## src/rtl/serial_adder_pkg.sv

```systemverilog
// Shared types for the chunk-serial adder.
// FSM encoding and a counter-width helper.
package serial_adder_pkg;

  typedef enum logic [1:0] {
    IDLE = 2'd0,
    RUN  = 2'd1,
    DONE = 2'd2
  } state_e;

  function automatic int cnt_w(input int chunks);
    return (chunks > 1) ? $clog2(chunks) : 1;
  endfunction

endpackage

```

## src/rtl/serial_chunk_adder_chunk.sv

```systemverilog
// One W-bit slice of the serial adder.
// Also reports the carry into the slice MSB for overflow.
module chunk_adder #(
  parameter int W = 2
) (
  input  logic [W-1:0] a_i,
  input  logic [W-1:0] b_i,
  input  logic         c_i,
  output logic [W-1:0] s_o,
  output logic         co_o,
  output logic         cmsb_o
);

  logic [W:0] full;

  assign full   = {1'b0, a_i} + {1'b0, b_i} + {{W{1'b0}}, c_i};
  assign s_o    = full[W-1:0];
  assign co_o   = full[W];
  // sum bit = a ^ b ^ cin, so cin is recovered from it
  assign cmsb_o = full[W-1] ^ a_i[W-1] ^ b_i[W-1];

endmodule

```

## src/rtl/serial_chunk_adder.sv

```systemverilog
// Chunk-serial add/subtract, one W-bit slice per cycle.
// Valid/ready on both sides; one operation in flight.
module serial_chunk_adder
  import serial_adder_pkg::*;
#(
  parameter int N = 8,
  parameter int W = 2
) (
  input  logic         clk,
  input  logic         rst_n,
  input  logic         in_valid,
  output logic         in_ready,
  input  logic [N-1:0] a,
  input  logic [N-1:0] b,
  input  logic         cin,
  input  logic         sub,
  output logic         out_valid,
  input  logic         out_ready,
  output logic [N-1:0] sum,
  output logic         cout,
  output logic         ovf
);

  localparam int CHUNKS = (W < 1) ? 1 : N / W;
  localparam int CW     = cnt_w(CHUNKS);

  generate
    if (W < 1) begin : g_bad_w
      $error("serial_chunk_adder: W must be >= 1");
    end else if (N % W != 0) begin : g_bad_n
      $error("serial_chunk_adder: N must be a multiple of W");
    end
  endgenerate

  state_e        state_q, state_d;
  logic [N-1:0]  a_q, a_d;
  logic [N-1:0]  b_q, b_d;
  logic [N-1:0]  res_q, res_d;
  logic [N-1:0]  sum_q, sum_d;
  logic [CW-1:0] cnt_q, cnt_d;
  logic          carry_q, carry_d;
  logic          cout_q, cout_d;
  logic          ovf_q, ovf_d;

  logic [W-1:0]  ca, cb, cs;
  logic          cco, ccm, last;
  int            base;

  always_comb begin
    base = int'(cnt_q) * W;
    ca   = a_q[base +: W];
    cb   = b_q[base +: W];
    last = (cnt_q == CW'(CHUNKS - 1));
  end

  chunk_adder #(.W(W)) u_chunk (
    .a_i    (ca),
    .b_i    (cb),
    .c_i    (carry_q),
    .s_o    (cs),
    .co_o   (cco),
    .cmsb_o (ccm)
  );

  always_comb begin
    state_d = state_q;
    a_d     = a_q;
    b_d     = b_q;
    res_d   = res_q;
    sum_d   = sum_q;
    cnt_d   = cnt_q;
    carry_d = carry_q;
    cout_d  = cout_q;
    ovf_d   = ovf_q;
    unique case (state_q)
      IDLE: begin
        if (in_valid) begin
          // subtract is a + ~b + 1, borrow-in folds into the carry
          a_d     = a;
          b_d     = b ^ {N{sub}};
          carry_d = cin ^ sub;
          cnt_d   = '0;
          state_d = RUN;
        end
      end
      RUN: begin
        res_d[base +: W] = cs;
        carry_d = cco;
        cnt_d   = cnt_q + CW'(1);
        if (last) begin
          sum_d   = res_d;
          cout_d  = cco;
          ovf_d   = ccm ^ cco;
          cnt_d   = '0;
          state_d = DONE;
        end
      end
      DONE: begin
        if (out_ready) state_d = IDLE;
      end
      default: state_d = IDLE;
    endcase
  end

  always_ff @(posedge clk or negedge rst_n) begin
    if (!rst_n) begin
      state_q <= IDLE;
      a_q     <= '0;
      b_q     <= '0;
      res_q   <= '0;
      sum_q   <= '0;
      cnt_q   <= '0;
      carry_q <= 1'b0;
      cout_q  <= 1'b0;
      ovf_q   <= 1'b0;
    end else begin
      state_q <= state_d;
      a_q     <= a_d;
      b_q     <= b_d;
      res_q   <= res_d;
      sum_q   <= sum_d;
      cnt_q   <= cnt_d;
      carry_q <= carry_d;
      cout_q  <= cout_d;
      ovf_q   <= ovf_d;
    end
  end

  assign in_ready  = (state_q == IDLE);
  assign out_valid = (state_q == DONE);
  assign sum       = sum_q;
  assign cout      = cout_q;
  assign ovf       = ovf_q;

endmodule

```

## config.mk

```make
export PLATFORM = sky130hd
export DESIGN_NAME = serial_chunk_adder
export DESIGN_NICKNAME = d
export VERILOG_FILES = /design/src/rtl/serial_adder_pkg.sv /design/src/rtl/serial_chunk_adder_chunk.sv /design/src/rtl/serial_chunk_adder.sv
export SDC_FILE = /design/constraint.sdc
export NUM_CORES = 1
export LEC_CHECK = 0
export ABC_AREA = 1
export CAP_MARGIN = 5
export CORE_ASPECT_RATIO = 1.75
export CORE_MARGIN = 5
export CORE_UTILIZATION = 50
export CTS_CLUSTER_DIAMETER = 30
export DETAILED_ROUTE_END_ITERATION = 10
export PLACE_DENSITY_LB_ADDON = 0.08
export SYNTH_ARGS = -nofsm -noshare
export SYNTH_HDL_FRONTEND = slang
export SYNTH_SLANG_ARGS = --single-unit
```

## constraint.sdc

```tcl
create_clock -name clk -period 3.99 [get_ports clk]
set_clock_uncertainty 0.15 [all_clocks]
set_input_delay 0.399 -clock clk [delete_from_list [all_inputs] [get_ports clk]]
set_output_delay 0.399 -clock clk [all_outputs]
set_load 0.005 [all_outputs]
```

---- Word level (Yosys, flattened, before mapping) ----
Index checks and enable logic that the tools add are counted.
word-level totals
  flip-flop bits (word level) ............. 39
  word-level logic and storage cells ...... 44
operators by class
  add/sub/neg operators ................... 4
  bitwise operators ....................... 5
  reduce and logical (&&, ||, !) cells .... 6
  eq/ne operators ......................... 6
  shifts and indexed selects .............. 4
  multiplexer cells ....................... 10
operators by type and width
  cell                                                                     number
  3-bit negation with 33-bit output                                        1
  2-bit by 33-bit variable shift with 8-bit output (first input constant)  1
  2-bit by 33-bit indexed part select with 8-bit output                    1
  8-bit by 4-bit indexed part select with 2-bit output                     2
  2-bit 2-to-1 mux                                                         5
  8-bit bitwise mux                                                        1
  8-bit bitwise XOR                                                        1
  2-bit one-hot mux with 3 select lines                                    1
  2-bit AND reduction                                                      3
  2-bit == test (second input constant)                                    2
  2-bit != test (second input constant)                                    2
  2-bit one-hot mux with 2 select lines                                    1
  1-bit bitwise XOR                                                        4
  2-bit by 2-bit adder with 3-bit output                                   1
  3-bit by 1-bit adder with 3-bit output                                   1
  3-bit AND reduction                                                      1
  2-bit by 1-bit adder with 2-bit output (second input constant)           1
  2-bit by 1-bit == test with 1-bit output (second input constant)         1
  2-bit logical NOT                                                        1
  2-bit by 1-bit != test with 1-bit output (second input constant)         1
  1-bit one-hot mux with 2 select lines                                    1
  2-bit nonzero test                                                       1
  1-bit 2-to-1 mux                                                         1

---- Logic depth before layout (Yosys ltp) ----
Gate-level depths: netlist of the first run.
  depth after elaboration ................. 6
  gate-level depth with buffers ........... 15
  mapped depth without buffers ............ 14

---- Modules after synthesis ----
A second synthesis of the first run with hierarchy kept.
second synthesis, totals
  cells, all modules ...................... 258
  area total of the unflattened synthesis .. 2031.9 um2
modules (own cells, without submodules)
  module              area an instance (um2)  times used  cells an instance
  serial_chunk_adder  1938.1                  1           242
  chunk_adder         93.8                    1           16

---- Worst setup path after synthesis of the first run ----
OpenSTA, ideal clock, no wires.
  path kind ............................... register -> register
  start point ............................. register cnt_q[0]
  end point ............................... register ovf_q, in the netlist ovf
  setup time .............................. 117 ps
  stages on the path, launching flop included .. 13
  data required time ...................... 3723 ps
  data arrival time ....................... 2230 ps
  setup slack ............................. 1493 ps
  cells stage by stage .................... dfrtp_1 buf_4 o21ai_0 o22ai_1 fa_1 fa_1 inv_1 nand2_1 nand2_1 nand3_1 nand3_1 nand3_1 nand2_1
between the ends
  word-level cells in the longest chain between the ends .. 6
  elaborated cells on any way between the ends .. 9
ends and longest elaborated chain
  element                                                                  RTL line                                            text
  start: declaration                                                       serial_chunk_adder.sv:40                            logic [CW-1:0] cnt_q, cnt_d;
  start signal: assignment                                                 serial_chunk_adder.sv:122                           cnt_q <= cnt_d;
  8-bit by 4-bit indexed part select with 2-bit output (on tied branches)  serial_chunk_adder.sv:51, serial_chunk_adder.sv:52
  2-bit by 2-bit adder with 3-bit output                                   serial_chunk_adder_chunk.sv:16                      assign full = {1'b0, a_i} + {1'b0, b_i} + {{W{1'b0}}, c_i};
  3-bit by 1-bit adder with 3-bit output                                   serial_chunk_adder_chunk.sv:16
  1-bit bitwise XOR (2 in a row)                                           serial_chunk_adder_chunk.sv:20                      assign cmsb_o = full[W-1] ^ a_i[W-1] ^ b_i[W-1];
  1-bit bitwise XOR                                                        serial_chunk_adder.sv:93                            ovf_d = ccm ^ cco;
  end signal: assignment                                                   serial_chunk_adder.sv:125                           ovf_q <= ovf_d;
  end: declaration                                                         serial_chunk_adder.sv:43                            logic ovf_q, ovf_d;
Parallel ways exist; a longest one is shown, timed or not.
A chain may end at the register's enable or synchronous reset.

---- Worst setup path after layout of the first run ----
  start point ............................. register cnt_q[0]
  end point ............................... register res_q[7]
between the ends
  word-level cells in the longest chain between the ends .. 5
  elaborated cells on any way between the ends .. 8
ends and longest elaborated chain
  element                                                                  RTL line                                            text
  8-bit by 4-bit indexed part select with 2-bit output (on tied branches)  serial_chunk_adder.sv:51, serial_chunk_adder.sv:52
  2-bit by 2-bit adder with 3-bit output                                   serial_chunk_adder_chunk.sv:16
  3-bit by 1-bit adder with 3-bit output                                   serial_chunk_adder_chunk.sv:16
  2-bit by 33-bit indexed part select with 8-bit output                    serial_chunk_adder.sv:87                            res_d[base +: W] = cs;
  8-bit bitwise mux (*)                                                    serial_chunk_adder.sv:87
  end signal: assignment                                                   serial_chunk_adder.sv:120                           res_q <= res_d;
  end: declaration                                                         serial_chunk_adder.sv:38                            logic [N-1:0] res_q, res_d;
Mark *: on every way between the ends. The rest lies on a longest branch, timed or not.

==> out/summary.txt, run 1 <==
Status = finished, final reports clean
Register bit count reported by yosys = 39
CP Max Fanout = 16
GRT Overall Usage = 16.3%
Root Buffer = clkbuf_8
Setup crit start kind = flop
Fin nets = 298
Worst reg-to-reg setup slack = 1080 ps
Iter 0 DRT Violations = 37
Combinational share of power = 51.3%
Area Overhead vs Synth = 21.8%
Drt drc = 0
H-tree levels = 2
CP max-delay cell = dfrtp_1
Clock network fraction of total power = 14.5%
Part of the power in registers = 34.2%
Fmax = 344 MHz
Reg2reg path depth = 9
Site row count = 30
Leading cell types in the layout, fill and taps excluded = nand2_1, dfrtp_1, clkdlybuf4s50_1, inv_1, o21ai_0
Grt total ovfl = 0
Psw = 853 uW
Layout cells sized above 1 = 7.81%
Synth Instances = 235
Crit path cell chain = inv_2 > o21ai_0 > o22ai_1 > fa_1 > fa_1 > nand3_1 > o22ai_1 > nand2_1 > o21ai_0
Endpoints failing setup = 0
Core outline area = 3870 sq um
Worst r2r dst = res_q[7]
Die Y = 93.4 microns
Leakage = 1.17 nW
Synth Net Count = 265
DP HPWL = 2980 microns
Clock transition at path regs = 70 ps
Vias in the first global route = 1582
PD cells = 818 nW/um^2
Setup Crit Path Kind = reg -> reg
Clk buf depth = 2
Max VDD drop = 391 uV
Final hold violation count = 0
CP delay by family, top = adder cells
Hold_ws = 59.7 ps
Worst Setup End Kind = flop
Unrepaired setup endpoints after global routing = false
Largest net degree at the start of global routing = 40
CTS Buf Count = 5
Initial core utilization = 51.4%
Initial antenna violation count = 0
YS warnings = 0
Skew-Pair Late Insertion Delay = 290 ps
First-pass GRT wire length = 6760 microns
Die area = 5390 sq um
Hold-fix buffer count after cts = 0
Input/output buffers = 33
Switching Share = 43.0%
Antenna violation net count after detailed routing = 0
Ant diodes = 0
CTS tree = built
Worst Path Arrival = 2950 ps
Req. time, crit path = 4030 ps
Post-CTS Setup Bufs = 0
Worst Max-Slew Pin Slew = 861 ps
Clk sinks = 39
CP max stage delay = 650 ps
Internal = 1.13 mW
R2R Path Start = cnt_q[0]
I/O pins = 34
Max Cap Viol = 0
Crit path buffers/inverters = 1
Routed WL = 3910 microns
Setup TNS = 0 ps
Post-CTS Resized = 0
Final Slew Violations = 0
Via count = 1558
Worst hold path class = in -> async
Width of the die = 57.7 microns
Tcrit/Tclk final = 72.9%
Final Critical Period = 2910 ps
Synthesized area = 1990 sq um
Routed len/inst = 12.3 microns
Drt first pass iters = 5
Distinct cells, synth = 24
Sequential element share of the synthesized area = 49.1%
Routability congestion estimate from global placement = 0.793
Synth Area per Inst = 8.46 sq um
Via-per-instance ratio = 4.91
Most common cell after layout, fill and taps aside = nand2_1
Rel. slew slack = 42.6%
==> registers in the layout (all words and copies together), names as in the netlist <==
register / count
sum: 8
a_q: 8
cnt_q: 2
state_q: 2
carry_q: 1
b_q: 8
res_q: 8
ovf: 1
cout: 1
==> cell type report <==
class / count / area, sq um
fillers: 367 / 1450
flip-flops and latches: 39 / 976
repair buffers: 33 / 325
well taps: 48 / 60.1
clock buffers: 8 / 100
multi-input cells: 165 / 870
inverters: 24 / 90.1
==> cells in the mapped netlist <==
library cell	n	share of area, %
o21ai_1	8	2.0
nand2_2	3	0.94
fa_1	2	2.0
ha_1	6	3.8
o221ai_1	1	0.44
nand3_2	1	0.50
inv_2	6	1.1
nand4_1	1	0.31
xnor2_1	9	4.0
inv_1	18	3.4
o22ai_1	11	3.5
nand2_4	1	0.57
o21ai_0	14	3.5
nor2_2	1	0.31
nand2_1	89	17
nor2_1	5	0.94
nand3_1	11	2.8
nor2_8	1	1.0
o31ai_1	1	0.38
buf_4	2	0.75
buf_6	2	1.1
clkbuf_2	1	0.25
buf_2	2	0.50
dfrtp_1	39	49
==> cell families (layout without fill, tap and decap cells) <==
logic type               count (synthesis)  in the layout  share of synthesized area, %
AO/OA/AOI/OAI                           35             35                          9.82
XOR/XNOR                                 9              9                          3.96
adder cells (fa/ha/maj)                  8              8                          5.79
buffers and inverters                   31             65                          7.17
flip-flops                              39             39                          49.1
AND/OR/NAND/NOR                        113            113                          24.2
==> metrics by stage <==
step	instance area, sq um	total power, mW	utilization [%]	worst slack (ps)	instances
finish	2420	1.98	62.6	1080	317
global route	2420	2.19	62.6	840	317
CTS	2420	2.01	62.6	1050	317
detailed placement	2320	1.72	60.0	1090	309
global placement	2320	1.69	60.0	1190	309
floorplan	1990	1.45	-	1490	235
==> worst max path at each step <==
stage                  start        to  depth (start not counted)
floorplan           cnt_q[0]       ovf                         12
global placement    cnt_q[0]       ovf                         12
detailed placement  cnt_q[0]  res_q[7]                          9
CTS                 cnt_q[0]  res_q[7]                          9
global route        cnt_q[0]       ovf                         13
finish              cnt_q[0]  res_q[7]                          9
==> worst register-to-register path, cell delays in order, from the launching register on <==
cell	delay, ps
dfrtp_1	650
inv_2	220
o21ai_0	200
o22ai_1	110
fa_1	420
fa_1	550
nand3_1	140
o22ai_1	200
nand2_1	80
o21ai_0	100
==> power groups by stage <==
stage | Clock, mW | Combinational [mW] | Sequential [mW]
floorplan | 0 | 0.800 | 0.647
global placement | 0 | 1.00 | 0.683
detailed placement | 0 | 1.03 | 0.690
CTS | 0.293 | 1.03 | 0.683
global route | 0.308 | 1.18 | 0.698
finish | 0.287 | 1.02 | 0.678
==> routing by layer <==
metal	wire length, microns	GRT usage (%)	up-vias
li1	-	-	814
met1	1500	16.3	713
met2	2190	30.8	25
met3	140	3.45	6
met4	82	7.54	0
met5	0	0	-
No activity file was read; power rests on OpenSTA's default activity.
==> run 2, diff against run 1 <==
--- a/config.mk
+++ b/config.mk
@@ -9,7 +9,7 @@
 export CAP_MARGIN = 5
 export CORE_ASPECT_RATIO = 1.75
 export CORE_MARGIN = 5
-export CORE_UTILIZATION = 50
+export CORE_UTILIZATION = 47
 export CTS_CLUSTER_DIAMETER = 30
 export DETAILED_ROUTE_END_ITERATION = 10
 export PLACE_DENSITY_LB_ADDON = 0.08
==> constraint.sdc (replaced) <==
create_clock -name clk -period 2.55 [get_ports clk]
set_clock_uncertainty 0.15 [all_clocks]
set_input_delay 0.255 -clock clk [delete_from_list [all_inputs] [get_ports clk]]
set_output_delay 0.255 -clock clk [all_outputs]
set_load 0.005 [all_outputs]
==> run 2 against run 1 <==
Net effect:
- via count is 3.9% higher
- critical path depth is 3 higher
- design area is 5.9% higher
- critical endpoint is now ovf
- largest cell class unchanged
- highest routed layer unchanged
==> out/summary.txt, run 2 (synthesis results as in run 1) <==
Antenna violation net count after detailed routing = 0
R2R Path Start = cnt_q[0]
Most common cell after layout, fill and taps aside = nand2_1
Reg2reg path depth = 12
Setup crit start kind = flop
Via count = 1618
Iter 0 DRT Violations = 44
Clk sinks = 39
Max Cap Viol = 0
PD cells = 1330 nW/um^2
Routed len/inst = 12.3 microns
Clk buf depth = 2
CP Max Fanout = 9
Worst reg-to-reg setup slack = 70 ps
Grt met3 use = 3.22%
Final hold violation count = 0
Drt drc = 0
Clock transition at path regs = 70 ps
Endpoints failing setup = 0
Routed WL = 4050 microns
H-tree levels = 2
Final Worst Setup Slack = 71.9 ps
Site row count = 31
Tcrit/Tclk final = 97.2%
Worst Max-Slew Pin Slew = 859 ps
CTS tree = built
Worst Setup End Kind = flop
DP HPWL = 3050 microns
Max VDD drop = 783 uV
Placed cell count = 317
Die area = 5680 sq um
Final Cell Area = 2560 sq um
First-pass GRT wire length = 6730 microns
Fmax = 404 MHz
Non-filler cells, final = 328
Via-per-instance ratio = 4.93
Ant diodes = 0
Initial antenna violation count = 0
Met1 usage = 17.0%
Input/output buffers = 33
Gr busiest metal = met2
Leakage = 1.23 nW
Final Slew Violations = 0
Worst Path Arrival = 2510 ps
Rel. slew slack = 42.7%
Fin nets = 309
Critical Path End = ovf
Status = finished, final reports clean
Root Buffer = clkbuf_8
Req. time, crit path = 2580 ps
Final Critical Period = 2480 ps
Grt met2 use = 29.1%
Post-Place Setup Slack = -25.5 ps
Die Y = 96.0 microns
Leading cell types in the layout, fill and taps excluded = nand2_1, dfrtp_1, clkdlybuf4s50_1, inv_1, o21ai_1
Area Overhead vs Synth = 29.0%
Worst hold path class = reg -> reg
CTS Buf Count = 5
Layout cells sized above 1 = 16.8%
Setup Crit Path Kind = reg -> reg
GRT Overall Usage = 15.7%
Critical Path Start = cnt_q[0]
Width of the die = 59.2 microns
Initial core utilization = 48.4%
Routability congestion estimate from global placement = 0.783
Skew-Pair Late Insertion Delay = 290 ps
Vias in the first global route = 1528
Hold depth = 2
Grt total ovfl = 0
Unrepaired setup endpoints after global routing = true
DP Area = 2370 sq um
Core outline area = 4110 sq um
I/O pins = 34
Drt first pass iters = 4
Worst r2r dst = ovf
Largest net degree at the start of global routing = 40
==> run 2: cell count changes in the layout (fill, tap and decap cells not counted), moves of 3 or more <==
cell	change
buf_4	+8
nor2_1	-3
o21ai_0	-4
o21ai_1	+3
o22ai_1	-3
o22ai_2	+3
==> run 2: final cells by class <==
class | instances | area [sq um]
Clock inverter | 1 | 5.00
Inverter | 24 | 92.6
Timing Repair Buffer | 44 | 418
Fill cell | 395 | 1550
Sequential cell | 39 | 978
Clock buffer | 6 | 82.6
Tap cell | 49 | 61.3
Multi-Input combinational cell | 165 | 927
==> run 2: worst max-delay path: stages (launching register included) <==
cell and delay, ps:
dfrtp_2 450, inv_4 90, o21ai_2 130, o22ai_2 110
fa_2 400, fa_2 580, nand2_1 80, nand2_2 90
inv_2 40, nand2_1 50, nand3_1 60, nand3_1 80
nand2_1 50
==> run 2: worst min-delay path by stage <==
stage	start	endpoint	slack, ps
5_1_grt	a[5]	a_q[5]	350
2_1_floorplan	rst_n	a_q[0]	-190
4_1_cts	sum[5]	sum[5]	330
3_3_place_gp	rst_n	sum[6]	260
3_5_place_dp	rst_n	res_q[6]	260
6_report	sum[5]	sum[5]	330
==> run 2: what timing repair did <==
action	in CTS	in global routing
gates resized for setup	3	22
endpoints found under the setup margin	2	3
pin swaps	1	7
hold buffers	1	0
hold endpoints to repair	39	0
buffers inserted	1	2
==> run 2: per-layer routing <==
layer | up-vias | wire length [microns] | part of all wire, %
met1 | 754 | 1570 | 39
li1 | 832 | - | -
met2 | 26 | 2270 | 56
met5 | - | 0 | 0
met4 | 0 | 69 | 1.7
met3 | 6 | 136 | 3.4
==> run 2: where the power goes <==
group / total (mW) / internal (mW) / switching, mW
Clock: 0.416 / 0.212 / 0.204
Combinational: 1.95 / 0.851 / 1.10
Sequential: 1.05 / 0.875 / 0.179
==> run 2: per-stage QoR <==
stage                     utilization [%]  power (mW)  hold WS (ps)  TNS [ps]
after floorplan                         -        2.26          -191         0
after global placement               57.8        2.75           261         0
after detailed placement             57.8        2.78           260     -25.5
after CTS                            60.5        3.24           334         0
after global routing                 62.4        3.73           353     -60.8
final                                62.4        3.42           327         0
==> run 3, diff against run 2 <==
--- a/config.mk
+++ b/config.mk
@@ -9,7 +9,8 @@
 export CAP_MARGIN = 5
 export CORE_ASPECT_RATIO = 1.75
 export CORE_MARGIN = 5
-export CORE_UTILIZATION = 47
+export CORE_UTILIZATION = 49
+export CTS_BUF_LIST = sky130_fd_sc_hd__clkbuf_4
 export CTS_CLUSTER_DIAMETER = 30
 export DETAILED_ROUTE_END_ITERATION = 10
 export PLACE_DENSITY_LB_ADDON = 0.08
==> run 3 against run 2 <==
Net effect:
- utilization increased by 3.4 points
- first-iteration DRC count decreased by 41%
- via count increased by 0.37%
- non-clock buffer count increased by 2
- final cell count unchanged
- flip-flop and latch count unchanged
- routed wire length increased by 0.25%
- critical path depth increased by 1
- combinational power increased by 11%
- die area decreased by 3.5%
- critical path type unchanged
- largest power group unchanged
- highest routed layer unchanged
==> out/summary.txt, run 3 (synthesis results as in run 1) <==
Leakage = 1.23 nW
DP Area = 2370 sq um
I/O pins = 34
Setup crit start kind = flop
Worst Max-Slew Pin Slew = 858 ps
Most common cell after layout, fill and taps aside = nand2_1
Leading cell types in the layout, fill and taps excluded = nand2_1, dfrtp_1, clkdlybuf4s50_1, inv_1, o21ai_1
Clock transition at path regs = 100 ps
Iter 0 DRT Violations = 26
Drt first pass iters = 4
CP Max Fanout = 5
Routed len/inst = 12.4 microns
Final hold violation count = 0
Initial antenna violation count = 0
Root Buffer = clkbuf_4
Final Util = 65.8%
Grt total ovfl = 0
Rel. slew slack = 42.8%
Initial core utilization = 50.9%
Die area = 5480 sq um
Max Cap Viol = 0
Drt drc = 0
Via-per-instance ratio = 4.95
Skew-Pair Late Insertion Delay = 340 ps
DP HPWL = 3050 microns
Core outline area = 3900 sq um
CTS tree = built
Layout cells sized above 1 = 20.0%
Routed WL = 4060 microns
Clk buf depth = 2
Worst Path Arrival = 2600 ps
Clk sinks = 39
Routability congestion estimate from global placement = 0.754
CTS Buf Count = 5
Final Critical Period = 2470 ps
First-pass GRT wire length = 7010 microns
Antenna violation net count after detailed routing = 0
Largest net degree at the start of global routing = 40
Worst Setup End Kind = flop
Site row count = 30
Fin nets = 311
Width of the die = 58.2 microns
Endpoints failing setup = 0
Max VDD drop = 825 uV
Worst hold path class = in -> reg
PD cells = 1360 nW/um^2
Setup Crit Path Kind = reg -> reg
Status = finished, final reports clean
Final Slew Violations = 0
H-tree levels = 2
GRT Overall Usage = 16.2%
Unrepaired setup endpoints after global routing = true
Via count = 1624
Input/output buffers = 33
Vias in the first global route = 1673
Req. time, crit path = 2690 ps
Tcrit/Tclk final = 96.7%
Die Y = 94.3 microns
Ant diodes = 0
Final Cell Area = 2570 sq um
Hold_ws = 289 ps
Area Overhead vs Synth = 29.3%
Fmax = 406 MHz
-- run 3: path summary, 6_finish.rpt --
kind	start	to	slack, ps	cells after the start
min in group asynchronous	rst_n	res_q[6]	400	2
hold / removal	a[0]	a_q[0]	290	3
setup / recovery	cnt_q[0]	ovf	80	13
hold reg to reg	sum[4]	sum[4]	330	2
max in group asynchronous	rst_n	cnt_q[0]	1260	2
setup reg to reg	cnt_q[0]	ovf	80	13
-- run 3: timing repair --
item | in CTS | in global routing
endpoints found under the setup margin | 1 | 9
endpoints found under the hold margin | 39 | 0
gates resized for setup | 1 | 33
hold buffers | 1 | 0
setup buffers | 1 | 4
pin swaps | 0 | 10
-- run 3: layout make-up --
cell class / instances / area (sq um)
Clock buffer: 6 / 45.0
Timing Repair Buffer: 46 / 433
Multi-Input combinational cell: 165 / 961
Inverter: 24 / 92.6
Tap cell: 48 / 60.1
Sequential cell: 39 / 978
Fill cell: 348 / 1330
-- run 3: metrics by stage --
step / std cells / power (mW) / setup TNS, ps / setup WS, ps
final: 328 / 3.51 / 0 / 84.9
after global routing: 328 / 3.84 / -81.2 / -42.8
after CTS: 324 / 3.09 / 0 / 14.6
after detailed placement: 316 / 2.78 / -73.0 / -73.0
after global placement: 316 / 2.74 / 0 / 28.9
after floorplan: 235 / 2.26 / 0 / 52.7
-- run 3: routing by layer --
layer,vias up,wire [microns],GRT usage [%]
met3,5,148,3.30
li1,837,-,-
met5,-,0,0
met2,24,2310,30.8
met4,0,71,5.80
met1,758,1530,16.9
-- run 3: critical path, stage by stage (launching register included) --
cell and delay, ps:
dfrtp_2 470, buf_6 140, nor2_4 100, o22ai_2 90
fa_2 350, fa_2 580, inv_2 50, nand2_2 70
nand2_2 70, inv_2 70, nand3_1 60, nand3_1 80
nand3_1 80, nand2_1 70
-- run 3: report_power, final --
group          internal [mW]  leakage (nW)  total [mW]  switching [mW]
logic                  0.963         0.695        2.16            1.20
clock network          0.109        0.0276       0.288           0.180
registers              0.874         0.504        1.05           0.181
total                   1.95          1.23        3.51            1.56
